**src/rtl/seq_alu_pkg.sv**
```systemverilog
// Shared opcodes, flag bit positions and FSM encoding for the sequential ALU.
package seq_alu_pkg;

    localparam logic [3:0] OP_ADD = 4'h0;
    localparam logic [3:0] OP_SUB = 4'h1;
    localparam logic [3:0] OP_AND = 4'h2;
    localparam logic [3:0] OP_OR  = 4'h3;
    localparam logic [3:0] OP_XOR = 4'h4;
    localparam logic [3:0] OP_NOT = 4'h5;
    localparam logic [3:0] OP_INC = 4'h6;
    localparam logic [3:0] OP_DEC = 4'h7;
    localparam logic [3:0] OP_ADC = 4'h8;
    localparam logic [3:0] OP_SBB = 4'h9;
    localparam logic [3:0] OP_SHL = 4'hA;
    localparam logic [3:0] OP_SHR = 4'hB;
    localparam logic [3:0] OP_SRA = 4'hC;
    localparam logic [3:0] OP_MUL = 4'hD;
    localparam logic [3:0] OP_CLR = 4'hE;
    localparam logic [3:0] OP_LDB = 4'hF;

    // flags = {Z,N,C,V}
    localparam int FZ = 3;
    localparam int FN = 2;
    localparam int FC = 1;
    localparam int FV = 0;

    typedef enum logic {
        IDLE = 1'b0,
        MUL  = 1'b1
    } state_t;

    function automatic logic [3:0] pack_flags(input logic z, input logic n,
                                              input logic c, input logic v);
        logic [3:0] f;
        f     = '0;
        f[FZ] = z;
        f[FN] = n;
        f[FC] = c;
        f[FV] = v;
        return f;
    endfunction

endpackage

```
**src/rtl/seq_alu_acc_core.sv**
```systemverilog
// Combinational single-cycle ALU ops; MUL is sequenced by the top level.
module alu_core
    import seq_alu_pkg::*;
#(
    parameter int N = 8
) (
    input  logic [3:0]   op,
    input  logic [N-1:0] a,
    input  logic [N-1:0] b,
    input  logic         cin,
    output logic [N-1:0] y,
    output logic         c,
    output logic         v
);
    localparam int SW = $clog2(N);

    logic [N-1:0]  w_rhs;
    logic          w_ci;
    logic          w_sub;
    logic [N:0]    w_arith;
    logic          w_ovf;
    logic [SW-1:0] w_amt;
    logic [N:0]    w_shl;
    logic [N:0]    w_shr;
    logic [N:0]    w_sra;

    // One N+1-bit adder/subtractor serves all arithmetic ops; bit N is carry or borrow.
    always_comb begin
        w_rhs = b;
        w_ci  = 1'b0;
        w_sub = 1'b0;
        case (op)
            OP_SUB: w_sub = 1'b1;
            OP_INC: w_rhs = {{(N-1){1'b0}}, 1'b1};
            OP_DEC: begin
                w_rhs = {{(N-1){1'b0}}, 1'b1};
                w_sub = 1'b1;
            end
            OP_ADC: w_ci = cin;
            OP_SBB: begin
                w_ci  = cin;
                w_sub = 1'b1;
            end
            default: ;
        endcase
    end

    assign w_arith = w_sub ? ({1'b0, a} - {1'b0, w_rhs} - {{N{1'b0}}, w_ci})
                           : ({1'b0, a} + {1'b0, w_rhs} + {{N{1'b0}}, w_ci});
    assign w_ovf   = w_sub ? ((a[N-1] != w_rhs[N-1]) && (w_arith[N-1] != a[N-1]))
                           : ((a[N-1] == w_rhs[N-1]) && (w_arith[N-1] != a[N-1]));

    // An extra guard bit catches the last bit shifted out (stays 0 for amount 0).
    assign w_amt = b[SW-1:0];
    assign w_shl = {1'b0, a} << w_amt;
    assign w_shr = {a, 1'b0} >> w_amt;
    assign w_sra = $unsigned($signed({a, 1'b0}) >>> w_amt);

    always_comb begin
        y = '0;
        c = 1'b0;
        v = 1'b0;
        case (op)
            OP_ADD, OP_SUB, OP_INC, OP_DEC, OP_ADC, OP_SBB: begin
                y = w_arith[N-1:0];
                c = w_arith[N];
                v = w_ovf;
            end
            OP_AND: y = a & b;
            OP_OR:  y = a | b;
            OP_XOR: y = a ^ b;
            OP_NOT: y = ~a;
            OP_SHL: begin
                y = w_shl[N-1:0];
                c = w_shl[N];
            end
            OP_SHR: begin
                y = w_shr[N:1];
                c = w_shr[0];
            end
            OP_SRA: begin
                y = w_sra[N:1];
                c = w_sra[0];
            end
            OP_LDB: y = b;
            default: ;
        endcase
    end

endmodule

```
**src/rtl/seq_alu_acc.sv**
```systemverilog
// Handshaked ALU with accumulator, Z/N/C/V flags and a shift-add multiplier FSM.
module seq_alu_acc
    import seq_alu_pkg::*;
#(
    parameter int N = 8
) (
    input  logic         clk,
    input  logic         rst_n,
    input  logic         in_valid,
    output logic         in_ready,
    input  logic [3:0]   op,
    input  logic         use_acc,
    input  logic [N-1:0] a,
    input  logic [N-1:0] b,
    output logic         out_valid,
    input  logic         out_ready,
    output logic [N-1:0] y,
    output logic [3:0]   flags,
    output logic         busy
);
    localparam int CW = $clog2(N + 1);

    state_t         r_state;
    state_t         w_next;
    logic [N-1:0]   r_acc;
    logic [3:0]     r_flags;
    logic           r_ov;
    logic [CW-1:0]  r_cnt;
    logic [2*N-1:0] r_mcand;
    logic [N-1:0]   r_mplier;
    logic [2*N-1:0] r_prod;

    logic           w_ld_single;
    logic           w_mul_start;
    logic           w_mul_step;
    logic           w_mul_done;
    logic [N-1:0]   w_opa;
    logic [N-1:0]   w_core_y;
    logic           w_core_c;
    logic           w_core_v;

    assign w_opa = use_acc ? r_acc : a;

    alu_core #(.N(N)) u_core (
        .op  (op),
        .a   (w_opa),
        .b   (b),
        .cin (r_flags[FC]),
        .y   (w_core_y),
        .c   (w_core_c),
        .v   (w_core_v)
    );

    always_ff @(posedge clk or negedge rst_n) begin
        if (!rst_n) r_state <= IDLE;
        else        r_state <= w_next;
    end

    // MUL spends N cycles iterating and one more loading the result.
    always_comb begin
        w_next      = r_state;
        in_ready    = 1'b0;
        busy        = 1'b0;
        w_ld_single = 1'b0;
        w_mul_start = 1'b0;
        w_mul_step  = 1'b0;
        w_mul_done  = 1'b0;
        case (r_state)
            IDLE: begin
                in_ready = ~r_ov | out_ready;
                if (in_valid && in_ready) begin
                    if (op == OP_MUL) begin
                        w_mul_start = 1'b1;
                        w_next      = MUL;
                    end else begin
                        w_ld_single = 1'b1;
                    end
                end
            end
            MUL: begin
                busy = 1'b1;
                if (r_cnt == CW'(N)) begin
                    w_mul_done = 1'b1;
                    w_next     = IDLE;
                end else begin
                    w_mul_step = 1'b1;
                end
            end
            default: w_next = IDLE;
        endcase
    end

    always_ff @(posedge clk or negedge rst_n) begin
        if (!rst_n) begin
            r_acc   <= '0;
            r_flags <= '0;
            r_ov    <= 1'b0;
        end else if (w_ld_single) begin
            r_acc   <= w_core_y;
            r_flags <= pack_flags(w_core_y == '0, w_core_y[N-1], w_core_c, w_core_v);
            r_ov    <= 1'b1;
        end else if (w_mul_done) begin
            r_acc   <= r_prod[N-1:0];
            r_flags <= pack_flags(r_prod[N-1:0] == '0, r_prod[N-1],
                                  |r_prod[2*N-1:N], 1'b0);
            r_ov    <= 1'b1;
        end else if (out_ready) begin
            r_ov    <= 1'b0;
        end
    end

    always_ff @(posedge clk or negedge rst_n) begin
        if (!rst_n) begin
            r_cnt    <= '0;
            r_mcand  <= '0;
            r_mplier <= '0;
            r_prod   <= '0;
        end else if (w_mul_start) begin
            r_cnt    <= '0;
            r_mcand  <= {{N{1'b0}}, w_opa};
            r_mplier <= b;
            r_prod   <= '0;
        end else if (w_mul_step) begin
            if (r_mplier[0]) r_prod <= r_prod + r_mcand;
            r_mcand  <= r_mcand << 1;
            r_mplier <= r_mplier >> 1;
            r_cnt    <= r_cnt + 1'b1;
        end
    end

    assign y         = r_acc;
    assign flags     = r_flags;
    assign out_valid = r_ov;

endmodule

```
**config.mk**
```make
export PLATFORM = sky130hd
export DESIGN_NAME = seq_alu_acc
export DESIGN_NICKNAME = d
export VERILOG_FILES = /design/src/rtl/seq_alu_pkg.sv /design/src/rtl/seq_alu_acc_core.sv /design/src/rtl/seq_alu_acc.sv
export SDC_FILE = /design/constraint.sdc
export NUM_CORES = 1
export LEC_CHECK = 0
export CORE_MARGIN = 5
export CORE_UTILIZATION = 55
export CTS_BUF_LIST = sky130_fd_sc_hd__clkbuf_8
export CTS_CLUSTER_SIZE = 20
export DETAILED_ROUTE_END_ITERATION = 10
export GPL_ROUTABILITY_DRIVEN = 0
export GPL_TIMING_DRIVEN = 0
export PLACE_DENSITY = 0.73
export REMOVE_ABC_BUFFERS = 1
export SYNTH_ARGS = -nofsm -noshare
export SYNTH_HDL_FRONTEND = slang
export SYNTH_SLANG_ARGS = --single-unit
```
**constraint.sdc**
```tcl
create_clock -name clk -period 3.6 [get_ports clk]
set_input_delay 0.36 -clock clk [delete_from_list [all_inputs] [get_ports clk]]
set_output_delay 0.36 -clock clk [all_outputs]
set_load 0.01 [all_outputs]
```
==> metrics.yaml <==
status:
  status: "completed"
pwr:
  power_density_nw_per_um2: 628
  power.leakage_nw: 2.83
  total_power_w: 0.00394
  ir_worst_vdd_uv: 499
grt:
  grt_overflow_total: 0
  grt_max_degree: 36
  first_global_vias: 4983
  antenna_found_initial: 0
  grt_pass1_wl_um: 25800
  grtUsageTotal_pct: 25.8
critical_path:
  critPathLaunchType: "input port"
  path_buf_inv: 1
  worstPathArrival_ns: 3.75
  path_delay_family: "compound AO/OA/AOI/OAI gates"
  path_cells: "clkdlybuf4s18_2 > nand3b_1 > nand2_1 > fa_1 > fa_1 > mux2i_1 > xor2_1 > a222oi_1 > o21ai_0 > a211oi_2 > and4bb_1 > o211a_1 > a31o_1"
  crit_path_top_delay_cell: "clkdlybuf4s18_2"
  critical_path.max_stage_delay_ns: 0.49
  path_max_fanout: 26
  cp.required_ns: 3.89
  crit_top_cell: "fa_1"
  critical_path_class: "input port to flop"
  endpoint_kind: "flop"
clocking:
  clk_path_buf_depth: 2
  cts_tree: "built"
  root_buffer: "clkbuf_8"
  ctsHtreeMaxLevel: 3
  cts_sinks: 57
  hold_buffers: 0
  cts_inserted_buffers: 9
  clkTransAtPathRegs_ns: 0.07
  clk-insertion-delay-late_ns: 0.35
timing:
  fin_crit_sh_pct: 96.0
  slew_viol_final: 0
  hold_violations: 0
  fin_tns_setup_ns: 0
  post-route-min-period_ns: 3.46
  rsz0062_at_grt: "no"
  fin_ws_ns: 0.144
  setup_viol: 0
  relSlewSlack_pct: 15.3
  fin_worst_skew_ns: 0.00778
  fmax_ghz: 0.289
  worstMarginPinSlew_ns: 1.27
route:
  drt_iter0_drc: 584
  postRouteAntennaNets: 0
  drc_errors: 0
  wire_per_inst_um: 20.0
  viasPerCell: 6.58
  wl_um: 16000
  drt_first_pass_iters: 6
  vias: 5252
synthesis:
  ys_seq_elements: 57
  syn_area_um2: 5550
  yosys_warnings: 0
  ys_seq_area_share_pct: 25.7
  synth_cells: 642
  syn_avg_cell_area_um2: 8.65
  synth.distinct_cells: 81
  synth-main-ff-cell: "dfrtp_1"
  synth_edf_count: 0
  ys_async_sr_fraction_pct: 100
floorplanning:
  placementRows: 36
  pin_count: 40
  die_w_um: 110
  dieHeight_um: 110
  core_um2: 9820
  start_util_pct: 56.5
  dieArea_um2: 12200
finish:
  final_cells: 798
  diodes: 0
  fin_nets: 743
  multi_input_area_um2: 3840
  regArea_um2: 1430
  post-route-util_pct: 63.9
  synthToLayoutAreaGrowth_pct: 12.9
  drive_above_1_share_pct: 8.72
  nFillCells: 848
place:
  portBuffers: 39
  pre_cts_slack_ns: -1.19
  dp_hpwl_um: 11700
  place_inst: 780
min_path:
  hp-class: "input port to async pin"
job:
  cap_violations: 0
-- where the power goes --
| part | switching [W] | internal, W | leakage [nW] |
|---|---|---|---|
| sequential | 0.000264 | 0.000892 | 0.745 |
| clock | 0.000276 | 0.000446 | 0.123 |
| combinational | 0.00115 | 0.000910 | 1.96 |
-- cells in the mapped netlist (5+ instances only) --
library cell | count | area (µm²)
o21a_1 | 8 | 60.1
a31oi_1 | 9 | 56.3
buf_2 | 5 | 25.0
clkbuf_1 | 21 | 78.8
and2_1 | 5 | 31.3
a21oi_1 | 22 | 110
dfrtp_1 | 57 | 1430
o21ai_0 | 58 | 290
nor4_1 | 6 | 37.5
fa_1 | 5 | 100
mux4_1 | 7 | 184
nor2_1 | 37 | 139
a22oi_1 | 11 | 82.6
and3_1 | 8 | 50.1
or3_1 | 5 | 31.3
nor2b_1 | 8 | 50.1
nand3b_1 | 6 | 45.0
mux2_2 | 6 | 67.6
inv_1 | 40 | 150
nand2_1 | 71 | 267
nand2b_1 | 11 | 68.8
ha_1 | 53 | 663
mux2i_1 | 13 | 130
a22o_1 | 5 | 43.8
nor3_1 | 12 | 60.1
xor2_1 | 10 | 87.6
a221o_1 | 8 | 80.1
nand3_1 | 16 | 80.1
xnor2_1 | 11 | 96.3
o31ai_1 | 7 | 52.6
a2bb2oi_1 | 5 | 43.8
o21bai_1 | 5 | 37.5
-- placed cells by master (no fill, tap or decap), types with 10 or more instances in the layout --
master            n
a21oi_1          22
a22oi_1          11
clkbuf_8         12
clkdlybuf4s50_1  30
dfrtp_1          57
ha_1             53
inv_1            40
nand2_1          71
nand2b_1         11
nand3_1          16
nor2_1           37
nor3_1           12
o21ai_0          58
xnor2_1          11
xor2_1           10
-- metrics by stage --
step	hold slack (ns)	area, µm²
6_report	0.0268	6270
5_1_grt	0.0635	6270
4_1_cts	0.0395	6250
3_5_place_dp	0.421	5950
3_3_place_gp	0.463	5930
2_1_floorplan	0.0644	5370
-- sequential cells by signal (all words and copies together), names as in the netlist --
signal / flops
r_mcand: 16
r_prod: 16
r_mplier: 8
y: 7
flags: 4
r_cnt: 4
out_valid: 1
r_state: 1
-- logic make-up (layout without fill, tap and decap cells) --
group | after synthesis | in the layout | share of synthesized area (%)
xor+xnor | 21 | 21 | 3.31
fa+ha+maj | 58 | 58 | 13.7
mux | 32 | 32 | 9.15
buf+inv | 80 | 103 | 6.18
flops | 57 | 57 | 25.7
compound gates | 188 | 188 | 23.3
simple gates | 206 | 206 | 18.6
-- path summary, 6_finish.rpt --
kind,startpoint,endpoint,slack (ns),cells past startpoint
max in group asynchronous,rst_n,r_mcand[12],2.98,2
min in group clk,r_mplier[6],r_mplier[6],0.48,2
worst max register to register,y[5],flags[0],0.25,9
worst max-delay path,op[3],flags[3],0.14,13
worst min register to register,r_mplier[6],r_mplier[6],0.48,2
worst min-delay path,rst_n,r_mcand[6],0.03,1
-- cell type report --
cell class                 count  area share, %
multi-input combinational    505           61.2
sequential                    57           22.7
timing repair buffer          43           6.81
inverter                      44           2.75
tap                          133           2.65
clock buffer                  12           2.63
clock inverter                 4           1.18
-- per-layer routing --
metal / track usage (%) / vias up / part of all wire (%) / wire length [µm]
met4: 11.6 / 0 / 3.3 / 525
met3: 5.58 / 45 / 10 / 1590
li1: - / 2413 / - / -
met2: 37.6 / 287 / 44 / 6940
met5: 0 / - / 0 / 0
met1: 36.7 / 2507 / 43 / 6900
-- timing repair --
| item | in CTS | in global routing |
|---|---|---|
| setup endpoints to repair | 9 | 37 |
| setup buffers | 0 | 2 |
| gates resized for setup | 29 | 11 |
Power figures use the tool's default switching activity.
